### config.mk
export PLATFORM = sky130hd
export DESIGN_NAME = elink_frame_deserializer
export DESIGN_NICKNAME = d
export VERILOG_FILES = /design/src/rtl/elink_frame_deserializer.sv
export SDC_FILE = /design/constraint.sdc
export NUM_CORES = 1
export LEC_CHECK = 0
export CELL_PAD_IN_SITES_DETAIL_PLACEMENT = 0
export CELL_PAD_IN_SITES_GLOBAL_PLACEMENT = 1
export CORE_ASPECT_RATIO = 1.1
export CORE_MARGIN = 2
export CORE_UTILIZATION = 46
export CTS_CLUSTER_DIAMETER = 40
export DETAILED_ROUTE_END_ITERATION = 8
export DONT_BUFFER_PORTS = 1
export HOLD_SLACK_MARGIN = 0.02
export PLACE_DENSITY = 0.86
export REMOVE_ABC_BUFFERS = 1
export SLEW_MARGIN = 40
export SYNTH_ARGS = -nofsm -noshare
export SYNTH_HDL_FRONTEND = slang
export SYNTH_SLANG_ARGS = --single-unit
export TNS_END_PERCENT = 20
### constraint.sdc
create_clock -name clk -period 2.62 [get_ports clk]
set_input_delay 0.131 -clock clk [delete_from_list [all_inputs] [get_ports clk]]
set_output_delay 0.131 -clock clk [all_outputs]
set_load 0.1 [all_outputs]
### src/rtl/elink_frame_deserializer.sv
// elink_frame_deserializer
// Receive-side e-link packet decoder. Consumes comma / SOP / 10 payload bytes
// / EOP symbols and rebuilds the 76-bit CAN frame. Malformed or stalled
// packets are discarded and reported with a one-cycle error strobe.
module elink_frame_deserializer #(
  parameter int TIMEOUT_CYCLES = 1024,
  parameter int CNT_W          = 16
) (
  input  logic        clk,
  input  logic        rst,
  input  logic [7:0]  data_in,
  input  logic [1:0]  delimiter_in,
  input  logic        symbol_valid,
  input  logic [7:0]  Kchar_sop,
  input  logic [7:0]  Kchar_eop,
  input  logic [7:0]  Kchar_comma,
  output logic [75:0] data_frame_out,
  output logic        frame_valid,
  output logic        frame_error,
  output logic        busy
);

  localparam logic [1:0] DLM_PAY   = 2'b00;
  localparam logic [1:0] DLM_EOP   = 2'b01;
  localparam logic [1:0] DLM_SOP   = 2'b10;
  localparam logic [1:0] DLM_COMMA = 2'b11;

  localparam logic [CNT_W-1:0] TIMEOUT_LIM = CNT_W'(TIMEOUT_CYCLES);
  localparam bit               WDOG_EN     = (TIMEOUT_CYCLES != 0);

  typedef enum logic [1:0] {
    IDLE     = 2'd0,
    PAYLOAD  = 2'd1,
    WAIT_EOP = 2'd2
  } state_t;

  state_t           r_state;
  logic [3:0]       r_cnt;
  logic [CNT_W-1:0] r_wdog;
  logic [75:0]      r_shift;
  logic [75:0]      r_frame;
  logic             r_fvalid;
  logic             r_ferror;
  logic             r_busy;

  state_t           w_state_nx;
  logic [3:0]       w_cnt_nx;
  logic [CNT_W-1:0] w_wdog_nx;
  logic [CNT_W-1:0] w_wdog_inc;
  logic [75:0]      w_shift_nx;
  logic [75:0]      w_frame_nx;
  logic             w_fvalid_nx;
  logic             w_ferror_nx;
  logic             w_kchar_ok;
  logic             w_timeout;

  assign data_frame_out = r_frame;
  assign frame_valid    = r_fvalid;
  assign frame_error    = r_ferror;
  assign busy           = r_busy;

  assign w_wdog_inc = r_wdog + CNT_W'(1);
  // Timeout fires only on a cycle with no symbol: an arriving symbol wins.
  assign w_timeout  = WDOG_EN && (r_state != IDLE) && !symbol_valid &&
                      (w_wdog_inc == TIMEOUT_LIM);

  // K-character check: every delimiter class except payload names its byte.
  always_comb begin
    w_kchar_ok = 1'b1;
    case (delimiter_in)
      DLM_SOP:   w_kchar_ok = (data_in == Kchar_sop);
      DLM_EOP:   w_kchar_ok = (data_in == Kchar_eop);
      DLM_COMMA: w_kchar_ok = (data_in == Kchar_comma);
      default:   w_kchar_ok = 1'b1;
    endcase
  end

  // Next-state, datapath and strobe decode.
  always_comb begin
    w_state_nx  = r_state;
    w_cnt_nx    = r_cnt;
    w_wdog_nx   = '0;
    w_shift_nx  = r_shift;
    w_frame_nx  = r_frame;
    w_fvalid_nx = 1'b0;
    w_ferror_nx = 1'b0;

    if (r_state == IDLE) begin
      // Anything but a well-formed SOP is silently dropped while idle.
      if (symbol_valid && delimiter_in == DLM_SOP && w_kchar_ok) begin
        w_state_nx = PAYLOAD;
        w_cnt_nx   = '0;
        w_shift_nx = '0;
      end
    end else if (symbol_valid) begin
      if (!w_kchar_ok) begin
        w_ferror_nx = 1'b1;
        w_state_nx  = IDLE;
        w_cnt_nx    = '0;
      end else begin
        case (delimiter_in)
          DLM_SOP: begin
            // Abort the open packet and start over on the new SOP.
            w_ferror_nx = 1'b1;
            w_state_nx  = PAYLOAD;
            w_cnt_nx    = '0;
            w_shift_nx  = '0;
          end
          DLM_PAY: begin
            if (r_state == PAYLOAD) begin
              // Bytes 0..8 carry full octets, byte 9 only its upper nibble.
              if (r_cnt == 4'd9) begin
                w_shift_nx = {r_shift[71:0], data_in[7:4]};
                w_state_nx = WAIT_EOP;
              end else begin
                w_shift_nx = {r_shift[67:0], data_in};
              end
              w_cnt_nx = r_cnt + 4'd1;
            end else begin
              w_ferror_nx = 1'b1;
              w_state_nx  = IDLE;
              w_cnt_nx    = '0;
            end
          end
          DLM_EOP: begin
            if (r_state == WAIT_EOP) begin
              w_frame_nx  = r_shift;
              w_fvalid_nx = 1'b1;
            end else begin
              w_ferror_nx = 1'b1;
            end
            w_state_nx = IDLE;
            w_cnt_nx   = '0;
          end
          default: begin
            // Comma inside a packet is idle fill.
          end
        endcase
      end
    end else if (w_timeout) begin
      w_ferror_nx = 1'b1;
      w_state_nx  = IDLE;
      w_cnt_nx    = '0;
    end else begin
      w_wdog_nx = w_wdog_inc;
    end
  end

  // State, datapath and registered outputs.
  always_ff @(posedge clk or negedge rst) begin
    if (!rst) begin
      r_state  <= IDLE;
      r_cnt    <= '0;
      r_wdog   <= '0;
      r_shift  <= '0;
      r_frame  <= '0;
      r_fvalid <= 1'b0;
      r_ferror <= 1'b0;
      r_busy   <= 1'b0;
    end else begin
      r_state  <= w_state_nx;
      r_cnt    <= w_cnt_nx;
      r_wdog   <= w_wdog_nx;
      r_shift  <= w_shift_nx;
      r_frame  <= w_frame_nx;
      r_fvalid <= w_fvalid_nx;
      r_ferror <= w_ferror_nx;
      r_busy   <= (w_state_nx != IDLE);
    end
  end

endmodule

==> flow_metrics.env <==
export IMPL_status="finished with violations"
export IMPL_violations="hold timing"
export IMPL_avgSynthCellArea_um2=11.0
export IMPL_crit_path_frequent_cell="or3_1"
export IMPL_track_usage_pct=18.4
export IMPL_num_nets_final=853
export IMPL_vias=5749
export IMPL_clockPowerShare_pct=47.6
export IMPL_arrival_ns=2.87
export IMPL_ys_warn_count=0
export IMPL_leakage_nw=4.51
export IMPL_synthCells=785
export IMPL_cts_tree="yes"
export IMPL_hp_class="in -> async"
export IMPL_ant_nets=0
export IMPL_drt_iter0_drc=337
export IMPL_swShare_pct=21.0
export IMPL_worst_r2r_path_depth=9
export IMPL_place_congestion=0.772
export IMPL_hold_viol=177
export IMPL_clock_root_buffer="clkbuf_16"
export IMPL_multiInputGateArea_um2=4000
export IMPL_ys_ff_latch=177
export IMPL_dp_hpwl_um=10900
export IMPL_cts_buffer_depth=2
export IMPL_rows=52
export IMPL_fin_cells=1062
export IMPL_p_comb_share_pct=2.9
export IMPL_r2r_start="r_wdog[0]$_DFF_PN0_"
export IMPL_syn_to_final_growth_pct=14.7
export IMPL_crit_chain="ha_1, nand4_1, buf_4, nor4_4, or3_1, a221o_1, or3_1, a22o_1, a32o_1"
export IMPL_power_switching_mw=1.16
export IMPL_maxCapViolCount=0
export IMPL_p_seq_share_pct=49.6
export IMPL_critPathBufInv=1
export IMPL_post_route_drc_count=0
export IMPL_final_seq_area_um2=4520
export IMPL_crit_type="reg -> reg"
export IMPL_dieHeight_um=148
export IMPL_finalSetupViolCount=0
export IMPL_ir_drop_mv=0.456
export IMPL_io_pin_count=116
export IMPL_core_um2=18400
export IMPL_cp_required_ns=2.94
export IMPL_routedWlPerCell_um=16.5
export IMPL_fmax_mhz=392
export IMPL_via_per_inst=5.41
export IMPL_antenna_cells=0
export IMPL_endpoint_kind="flop"
export IMPL_first_pass_iters=5
export IMPL_relSlewSlack_pct=40.5
export IMPL_crit_path_start_kind="flop"
export IMPL_grt_pass1_vias=5744
export IMPL_utilization_pct=54.0
export IMPL_synthFlopType="dfrtp_1"
export IMPL_ys_async_sr_fraction_pct=100
export IMPL_drive_above_1_share_pct=38.3
export IMPL_synth_edf_count=0
export IMPL_final_area_um2=9930
export IMPL_crit_family="simple AND/OR/NAND/NOR gates"
export IMPL_clkSinkCount=177
export IMPL_slowest_stage="or3_1"
export IMPL_path_depth=9
export IMPL_dp_cells=1019
export IMPL_cts_hold_buf=7
export IMPL_worstMarginPinSlew_ns=0.892
export IMPL_crit_path_max_fanout=3
export IMPL_p_int_mw=4.39
export IMPL_routed_wl_um=17500
export IMPL_antenna_found_initial=0
export IMPL_period_share_pct=97.3
export IMPL_fin_tns_setup_ns=0
export IMPL_rsz0062_at_grt="yes"
export IMPL_grt_overflow_total=0
export IMPL_dieArea_um2=19900
export IMPL_io_buffers=0
export IMPL_fillers=1588
export IMPL_clkTransAtPathRegs_ns=0.06
export IMPL_dpl_instance_area_um2=9130
export IMPL_fp_dieW_um=135
export IMPL_htree_num_levels=4
export IMPL_start_util_pct=47.0
export IMPL_hold_worst_slack_ns=-0.606
export IMPL_r2r_slack_ns=0.07
export IMPL_drv_slew=0
export IMPL_grt_max_degree=178
export IMPL_ys_seq_area_share_pct=51.1
export IMPL_syn_area_um2=8660
export IMPL_synthDistinctLibCells=53
export IMPL_critPathMaxStageDelay_ns=0.41
export IMPL_cts_buffers=17
export IMPL_fin_skew_ns=0.00755
export IMPL_power_density_nw_per_um2=559
export IMPL_r2r_end="r_state[1]$_DFF_PN0_"
export IMPL_period_minus_slack_ns=2.55
export IMPL_clkLatencyLatePin_ns=0.43
export IMPL_grt_first_pass_wirelength_um=29600
cell usage in the layout, fill, tap and decap left out, types with 4 or more instances in the layout:
cell type | Yosys | final
a21oi_1 | 91 | 91
a22oi_1 | 8 | 8
and3_1 | 10 | 10
buf_12 | 0 | 5
buf_4 | 1 | 38
clkbuf_16 | 0 | 17
dfrtp_1 | 177 | 107
dfrtp_2 | 0 | 70
dlygate4sd3_1 | 0 | 7
ha_1 | 10 | 10
inv_1 | 10 | 10
mux2_2 | 124 | 124
mux2_4 | 29 | 29
nand2_1 | 161 | 159
nand3_1 | 6 | 6
nor2_1 | 26 | 25
nor3_1 | 6 | 6
nor4_1 | 6 | 5
nor4_2 | 4 | 4
o21ai_0 | 5 | 5
or3_1 | 4 | 4
or3b_1 | 7 | 7
xnor2_1 | 8 | 8
xor2_1 | 4 | 4
cell usage after synthesis, drive strengths merged, types with 2 or more instances:
| library cell | number | area [um2] |
|---|---|---|
| nand2 | 161 | 604 |
| or3 | 4 | 25.0 |
| nor2 | 27 | 109 |
| nand4b | 3 | 32.5 |
| nand4 | 3 | 18.8 |
| buf | 19 | 140 |
| clkbuf | 29 | 109 |
| nor3 | 6 | 30.0 |
| or2 | 2 | 12.5 |
| inv | 10 | 37.5 |
| nand3b | 2 | 15.0 |
| or3b | 8 | 70.1 |
| o21ai | 6 | 30.0 |
| nand3 | 6 | 30.0 |
| a22oi | 8 | 60.1 |
| and3 | 10 | 62.6 |
| dfrtp | 177 | 4430 |
| xor2 | 4 | 35.0 |
| and4 | 2 | 17.5 |
| a21oi | 91 | 455 |
| mux2i | 2 | 20.0 |
| a32o | 3 | 30.0 |
| ha | 10 | 125 |
| xnor2 | 8 | 70.1 |
| nand2b | 3 | 18.8 |
| nor4 | 10 | 87.6 |
| o31ai | 3 | 27.5 |
| mux2 | 153 | 1830 |
kinds of logic (layout without fill, tap and decap cells):
| group | after synthesis | after routing | synth area share (%) |
|---|---|---|---|
| mux | 155 | 155 | 21.4 |
| compound gates | 124 | 124 | 8.29 |
| buf+inv | 58 | 92 | 3.31 |
| flops | 177 | 177 | 51.1 |
| simple gates | 249 | 249 | 13.2 |
| xor+xnor | 12 | 12 | 1.21 |
| fa+ha+maj | 10 | 10 | 1.44 |
registers in the layout, summed over array words and instances (netlist names):
signal / flops
r_wdog: 16
r_state: 2
frame_error: 1
busy: 1
data_frame_out: 76
r_cnt: 4
r_shift: 76
frame_valid: 1
layer usage:
metal  share of wire (%)  vias to the layer above  global-route usage (%)
met5                   0                        -                       0
met4                 1.2                        0                    5.95
met3                 6.0                       17                    5.83
met2                  46                      127                    28.2
met1                  46                     2827                    24.9
li1                    -                     2778                       -
power by group through the flow:
stage               combinational (mW)  clock [mW]  sequential (mW)
floorplan                       0.0999           0             2.81
global placement                 0.147           0             2.81
detailed placement               0.149           0             2.80
CTS                              0.159        2.72             2.75
global route                     0.178        2.82             2.75
finish                           0.159        2.64             2.75
layout make-up:
class	instances	share of cell area [%]
Clock buffer	20	4.70
Clock inverter	12	1.56
Inverter	10	0.378
Multi-Input combinational cell	550	40.3
Sequential cell	177	45.5
Tap cell	243	3.06
Timing Repair Buffer	50	4.58
through the flow:
| stage | hold slack (ns) | setup WS, ns | power (mW) |
|---|---|---|---|
| 3_3_place_gp | -0.160 | -0.0787 | 2.95 |
| 6_report | -0.606 | 0.0697 | 5.56 |
| 2_1_floorplan | -0.165 | -1.77 | 2.91 |
| 3_5_place_dp | -0.161 | -0.159 | 2.95 |
| 5_1_grt | -0.639 | -0.0209 | 5.75 |
| 4_1_cts | -0.629 | 0.0203 | 5.63 |
how the worst max path moves through the flow:
stage                                      to  slack, ns                start
6_report                 r_state[1]$_DFF_PN0_       0.07  r_wdog[0]$_DFF_PN0_
5_1_grt                  r_state[1]$_DFF_PN0_      -0.02  r_wdog[0]$_DFF_PN0_
4_1_cts                  r_cnt[3]$_DFFE_PN0P_       0.02  r_wdog[0]$_DFF_PN0_
3_5_place_dp   data_frame_out[57]$_DFFE_PN0P_      -0.16      delimiter_in[1]
3_3_place_gp   data_frame_out[67]$_DFFE_PN0P_      -0.08      delimiter_in[1]
2_1_floorplan   data_frame_out[0]$_DFFE_PN0P_      -1.77      delimiter_in[1]
timing repair:
item                                    in CTS  in global routing
setup buffers                                1                  2
pin swaps                                    1                  6
resized for setup                            1                  2
endpoints found under the setup margin       1                  7
endpoints found under the hold margin      185                177
Power figures use the tool's default switching activity.
